## src/rtl/counter_sequencer.sv

```systemverilog
// counter_sequencer: accepts load/count commands, drives a 3-bit counter,
// verifies its value afterwards and raises a sticky fault on mismatch or counter error.
module counter_sequencer #(
  parameter int STEP_W = 4
) (
  input  logic              clk,
  input  logic              rst,
  input  logic              cmd_valid,
  output logic              cmd_ready,
  input  logic              cmd_op,
  input  logic [2:0]        cmd_data,
  input  logic [STEP_W-1:0] cmd_steps,
  output logic              ctr_ld,
  output logic              ctr_inc,
  output logic [2:0]        ctr_data,
  input  logic [2:0]        ctr_value,
  input  logic              ctr_error,
  output logic              done,
  output logic              fault,
  output logic [2:0]        result
);
  typedef enum logic [2:0] {IDLE, LOAD, COUNT, VERIFY, DONE, FAULT} state_t;
  state_t state, state_n;
  logic [STEP_W-1:0] remaining;
  logic [2:0] expected;
  logic accept;
  assign accept = cmd_valid & cmd_ready;
  always_comb begin
    state_n = state;
    case (state)
      IDLE:    if (accept) state_n = !cmd_op ? LOAD : (cmd_steps != '0 ? COUNT : DONE);
      LOAD:    state_n = VERIFY;
      COUNT:   if (remaining == STEP_W'(1)) state_n = VERIFY;
      VERIFY:  state_n = ctr_value == expected ? DONE : FAULT;
      DONE:    state_n = IDLE;
      default: state_n = FAULT;
    endcase
    // a counter error beats every other transition, including a same-cycle accept
    if (ctr_error) state_n = FAULT;
  end
  // outputs are registered alongside the state so nothing reaches them combinationally
  always_ff @(posedge clk) begin
    if (rst) begin
      state     <= IDLE;
      cmd_ready <= 1'b1;
      ctr_ld    <= 1'b0;
      ctr_inc   <= 1'b0;
      ctr_data  <= '0;
      done      <= 1'b0;
      fault     <= 1'b0;
      result    <= '0;
      remaining <= '0;
      expected  <= '0;
    end else begin
      state     <= state_n;
      cmd_ready <= state_n == IDLE;
      ctr_ld    <= state_n == LOAD;
      ctr_inc   <= state_n == COUNT;
      ctr_data  <= state_n == LOAD ? cmd_data : '0;
      done      <= state_n == DONE;
      fault     <= state_n == FAULT;
      if (state_n == DONE) result <= ctr_value;
      if (accept) begin
        expected  <= cmd_op ? ctr_value + cmd_steps[2:0] : cmd_data;
        remaining <= cmd_steps;
      end else if (state == COUNT) remaining <= remaining - STEP_W'(1);
    end
  end
endmodule

```

## config.mk

```make
export PLATFORM = sky130hd
export DESIGN_NAME = counter_sequencer
export DESIGN_NICKNAME = d
export VERILOG_FILES = /design/src/rtl/counter_sequencer.sv
export SDC_FILE = /design/constraint.sdc
export NUM_CORES = 1
export LEC_CHECK = 0
export BUFFER_PORTS_ARGS = -buffer_cell sky130_fd_sc_hd__clkbuf_2
export CAP_MARGIN = 20
export CORE_MARGIN = 3
export CORE_UTILIZATION = 50
export CTS_CLUSTER_SIZE = 12
export DETAILED_ROUTE_END_ITERATION = 12
export PLACE_DENSITY = 0.76
export SYNTH_ARGS = -nofsm -noshare
export SYNTH_HDL_FRONTEND = slang
export SYNTH_SLANG_ARGS = --single-unit
```

## constraint.sdc

```tcl
create_clock -name clk -period 2 [get_ports clk]
set_input_delay 0.1 -clock clk [delete_from_list [all_inputs] [get_ports clk]]
set_output_delay 0.1 -clock clk [all_outputs]
set_load 0.1 [all_outputs]
```

---- After elaboration in Yosys (flattened, before gate mapping) ----
Index checks and enable logic that the tools add are counted.
word-level totals
  register bits after elaboration ......... 21
  input bits .............................. 15
  output and inout port bits .............. 11
  logic and storage cells ................. 39
cells by class
  add/sub/neg operators ................... 2
  equal/unequal tests ..................... 10
  multiplexer cells ....................... 10
  bitwise gates (word level) .............. 2
  reduce and logical (&&, ||, !) cells .... 5
operators by type and width
  cell                 number
  $mux 3               6
  $pmux 3 s5           1
  $eq 3x2->1 const B   3
  $eq 3x3->1 const B   3
  $mux 4               2
  $eq 3x1->1 const B   2
  $logic_not 3->1      2
  $eq 4x1->1 const B   1
  $reduce_bool 4->1    1
  $sub 4x1->4 const B  1
  $add 3x3->3          1
  $eq 3x3->1           1
  $reduce_bool 2->1    1
  $reduce_or 2->1      1
  $and 1x1->1          1
  $mux 1               1
  $not 1->1            1

---- Logic depth before layout (Yosys ltp) ----
  word-level depth ........................ 9
  mapped depth ............................ 8
  depth with buffers taken out ............ 8

---- Worst setup path before layout ----
Ideal clock, no wire load.
  kind .................................... flip-flop to flip-flop
  from .................................... register cmd_ready
  to ...................................... register result[0]
  library setup time ...................... 0.071 ns
  arrival ................................. 2.185 ns
  data required time ...................... 1.929 ns
  path slack .............................. -0.256 ns
  cell stages (with the launch flop) ...... 7
  path buffers ............................ 1
  period minus slack after synthesis ...... 2.256 ns
  path through ............................ dfxtp_1 > nand2_1 > o31a_1 > o311ai_1 > buf_2 > o21ai_0 > a21oi_1
between the ends
  cells in the longest elaborated chain, start to end .. 5
ends and longest elaborated chain
  item                    line  text
  start, declared         9     output logic cmd_ready,
  start signal, assigned  45    cmd_ready <= 1'b1;
  start signal, assigned  56    cmd_ready <= state_n == IDLE;
  $and 1x1->1             27    assign accept = cmd_valid & cmd_ready;
  $mux 3                  31    IDLE: if (accept) state_n = !cmd_op ? LOAD : (cmd_steps != '0 ? COUNT : DONE);
  $pmux 3 s5              30    case (state)
  $mux 3                  39    if (ctr_error) state_n = FAULT;
  $eq 3x3->1              62    if (state_n == DONE) result <= ctr_value;
  end signal, assigned    62
  end, declared           20    output logic [2:0] result
No other way between the ends.
A chain may end at the register's enable or synchronous reset.

---- Worst setup path in the final report ----
  from .................................... register expected[2]
  to ...................................... register result[2]
between the ends
  cells in the longest elaborated chain, start to end .. 5
ends and longest elaborated chain
  item                    line  text
  start, declared         25    logic [2:0] expected;
  start signal, assigned  64    expected <= cmd_op ? ctr_value + cmd_steps[2:0] : cmd_data;
  $eq 3x3->1              34    VERIFY: state_n = ctr_value == expected ? DONE : FAULT;
  $mux 1                  34
  $pmux 3 s5              30
  $mux 3                  39
  $eq 3x3->1              62
No other way between the ends.

==> impl_metrics.sql <==
INSERT INTO impl_metrics (metric_group, metric, value, unit) VALUES
('status', 'outcome', 'completed', ''),
('clock_network', 'cts_root_cell', 'sky130_fd_sc_hd__clkbuf_4', ''),
('final_layout', 'area_delta_synth_final', '17.4', '%'),
('pwr', 'power.leakage', '0.000497', 'µW'),
('sta', 'final_min_period_over_clock_period', '0.868', ''),
('sta', 'worst_slew_margin_rel', '0.639', ''),
('pwr', 'p_clk_frac', '0.234', ''),
('grt', 'grt_remaining_overflow', '0', ''),
('route', 'drt-vias-per-instance', '5.33', ''),
('pwr', 'max-vdd-ir-drop', '0.000504', 'V'),
('route', 'post_detailed_routing_wire_length', '2110', 'µm'),
('grt', 'first_global_vias', '783', ''),
('pwr', 'power_share_of_the_sequential_group', '0.524', ''),
('route', 'drc', '0', ''),
('synth', 'yosys_most_used_dff', 'sky130_fd_sc_hd__dfxtp_1', ''),
('final_layout', 'final_core_occ', '0.648', ''),
('synth', 'synth_area', '995', 'µm²'),
('clock_network', 'clkSinkCount', '21', ''),
('placement', 'place_hpwl', '1620', 'µm'),
('setup_path', 'rr_worst_depth', '6', ''),
('min_path', 'hold_class', 'input pin to flop', ''),
('die', 'core_region_area', '1800', 'µm²'),
('die', 'initial_core_util', '0.552', ''),
('final_layout', 'drive_above_1_share', '0.284', ''),
('setup_path', 'criticalPathCategory', 'flop to flop', ''),
('clock_network', 'cts_hold_buffers', '0', ''),
('final_layout', 'layout.filler_cells', '169', ''),
('sta', 'clock_skew', '0.00499', 'ns'),
('synth', 'yosys_register_bits', '21', ''),
('min_path', 'hold_depth', '2', ''),
('clock_network', 'clk_transition_reported_paths', '0.12', 'ns'),
('setup_path', 'worstPathArrival', '1.99', 'ns'),
('synth', 'synth_cell_types', '34', ''),
('route', 'drt_iter0_drc', '22', ''),
('synth', 'top_post_synthesis_cells_by_area', 'sky130_fd_sc_hd__dfxtp_1 42%, sky130_fd_sc_hd__a21oi_1 4.5%, sky130_fd_sc_hd__xor2_1 4.4%, sky130_fd_sc_hd__nor2_1 4.2%, sky130_fd_sc_hd__a211oi_1 3.8%', ''),
('synth', 'synth_edf_count', '0', ''),
('die', 'core.rowCount', '15', ''),
('clock_network', 'cts_htree_levels', '1', ''),
('sta', 'rsz0062_at_grt', 'no', ''),
('pwr', 'p_switching', '305', 'µW'),
('final_layout', 'antenna_cells', '0', ''),
('pwr', 'p_per_area', '762', 'nW/µm²'),
('pwr', 'power.share.switching', '0.343', ''),
('clock_network', 'cts_tree', 'yes', ''),
('grt', 'maximum_number_of_pins_on_one_net_before_global_route_repair', '17', ''),
('pwr', 'internal_power', '585', 'µW'),
('clock_network', 'clock_tree.buffer_depth', '2', ''),
('pwr', 'power.share.combinational', '0.242', ''),
('sta', 'totalNegativeSetupSlack', '0', 'ns'),
('final_layout', 'fin_nets', '154', ''),
('pwr', 'power.total', '890', 'µW'),
('grt', 'grt_antenna_before_repair', '0', ''),
('sta', 'hold-worst-slack', '0.0160', 'ns'),
('synth', 'yosysTopAreaCellShare', '0.423', ''),
('placement', 'numPortBuffers', '25', ''),
('job', 'timing.max_cap.violations', '0', ''),
('die', 'design.portCount', '26', ''),
('synth', 'synth_area_leader_cell', 'sky130_fd_sc_hd__dfxtp_1', ''),
('synth', 'synth.top_cells.by_count', '21 x sky130_fd_sc_hd__dfxtp_1, 11 x sky130_fd_sc_hd__nor2_1, 9 x sky130_fd_sc_hd__a21oi_1', ''),
('sta', 'worst_max_slew_pin_slew', '0.544', 'ns'),
('synth', 'yosys.cell_count.top_type', 'sky130_fd_sc_hd__dfxtp_1', ''),
('sta', 'maxSlewViolCount', '0', ''),
('placement', 'placed_cells', '155', ''),
('synth', 'synth.yosys.warnings', '0', ''),
('synth', 'proportion_of_synthesized_chip_area_in_sequential_cells', '0.423', ''),
('setup_path', 'start_kind', 'flop', ''),
('route', 'vias', '847', ''),
('setup_path', 'crit_fanout', '9', ''),
('setup_path', 'required', '2.25', 'ns'),
('die', 'overall_die_area', '2560', 'µm²'),
('grt', 'global_route_wire_length_before_repair', '3440', 'µm');
cells in the final DEF (no fill, tap or decap):
cell type / instances
sky130_fd_sc_hd__o41ai_2: 1
sky130_fd_sc_hd__xnor2_1: 3
sky130_fd_sc_hd__xor2_1: 5
sky130_fd_sc_hd__or3b_1: 2
sky130_fd_sc_hd__nand4bb_1: 1
sky130_fd_sc_hd__dfxtp_2: 2
sky130_fd_sc_hd__and3_1: 1
sky130_fd_sc_hd__o21bai_1: 1
sky130_fd_sc_hd__o211ai_1: 1
sky130_fd_sc_hd__and2_1: 3
sky130_fd_sc_hd__o21ai_0: 5
sky130_fd_sc_hd__inv_1: 5
sky130_fd_sc_hd__nand3_1: 2
sky130_fd_sc_hd__buf_4: 3
sky130_fd_sc_hd__clkinv_2: 1
sky130_fd_sc_hd__ha_1: 3
sky130_fd_sc_hd__a2111oi_0: 1
sky130_fd_sc_hd__nor3b_2: 1
sky130_fd_sc_hd__inv_2: 1
sky130_fd_sc_hd__nor2_1: 11
sky130_fd_sc_hd__mux2i_1: 1
sky130_fd_sc_hd__nand3b_1: 1
sky130_fd_sc_hd__clkbuf_2: 25
sky130_fd_sc_hd__nor4_2: 1
sky130_fd_sc_hd__nand2_1: 4
sky130_fd_sc_hd__a21oi_1: 9
sky130_fd_sc_hd__dfxtp_1: 19
sky130_fd_sc_hd__a211oi_1: 5
sky130_fd_sc_hd__fa_1: 1
sky130_fd_sc_hd__o31a_1: 2
sky130_fd_sc_hd__clkbuf_4: 3
sky130_fd_sc_hd__nor3_1: 5
sky130_fd_sc_hd__nor2b_1: 2
sky130_fd_sc_hd__or3_1: 1
sky130_fd_sc_hd__and2b_1: 1
sky130_fd_sc_hd__o311ai_1: 1
final timing paths:
kind / slack [ns] / endpoint / start
hold / removal: 0.02 / ctr_data[1] / cmd_data[1]
setup / recovery: 0.26 / result[2] / expected[2]
setup reg to reg: 0.26 / result[2] / expected[2]
hold reg to reg: 0.49 / result[1] / result[1]
per-layer routing:
metal | track usage | vias up | part of all wire
met5 | 0 | - | 0
met3 | 0.0593 | 3 | 0.080
met1 | 0.227 | 381 | 0.43
met2 | 0.296 | 34 | 0.48
li1 | - | 429 | -
met4 | 0.0269 | 0 | 0.0066
power by group through the flow:
| stage | clock [µW] | sequential (µW) | combinational [µW] |
|---|---|---|---|
| 2_1_floorplan | 0 | 543 | 94.0 |
| 3_3_place_gp | 0 | 474 | 210 |
| 3_5_place_dp | 0 | 476 | 214 |
| 4_1_cts | 218 | 466 | 216 |
| 5_1_grt | 230 | 470 | 233 |
| 6_report | 208 | 466 | 215 |
registers in the layout (all words and copies together) (netlist names):
signal,flops
remaining,4
ctr_data,3
expected,3
result,3
state,3
cmd_ready,1
ctr_inc,1
ctr_ld,1
done,1
fault,1
area by class of cell:
cell class	count	area (µm²)	share of cell area
Tap cell	25	31.3	0.0268
Multi-Input combinational cell	75	515	0.442
Inverter	6	22.5	0.0193
Timing Repair Buffer	28	148	0.126
Clock inverter	1	5.00	0.00429
Sequential cell	21	423	0.362
Clock buffer	3	22.5	0.0193
logic make-up after synthesis:
logic type | synth area share
muxes | 0.0101
and+or+nand+nor | 0.205
adders and majority gates | 0.0579
buffers and inverters | 0.0591
xor gates and xnor gates | 0.0704
DFF | 0.423
AOI/OAI and AO/OA | 0.175
timing repair:
item,4_1_cts,5_1_grt
setup endpoints to repair,0,1
setup buffers,0,0
endpoints found under the hold margin,0,0
gates resized for setup,0,1
critical path, cell delays in order, from the launching register on:
cell and delay (ns):
sky130_fd_sc_hd__dfxtp_1 0.34, sky130_fd_sc_hd__xor2_1 0.17, sky130_fd_sc_hd__o41ai_2 0.32, sky130_fd_sc_hd__o311ai_1 0.18, sky130_fd_sc_hd__buf_4 0.19, sky130_fd_sc_hd__or3b_1 0.35, sky130_fd_sc_hd__a21oi_1 0.13
metrics by stage:
stage                     instance area [µm²]  setup slack [ns]
final                                    1170             0.265
after CTS                                1170             0.193
after global placement                   1140             0.309
after floorplan                           996             0.117
after detailed placement                 1140             0.236
after global routing                     1170            0.0389
No activity file was read; power rests on OpenSTA's default activity.
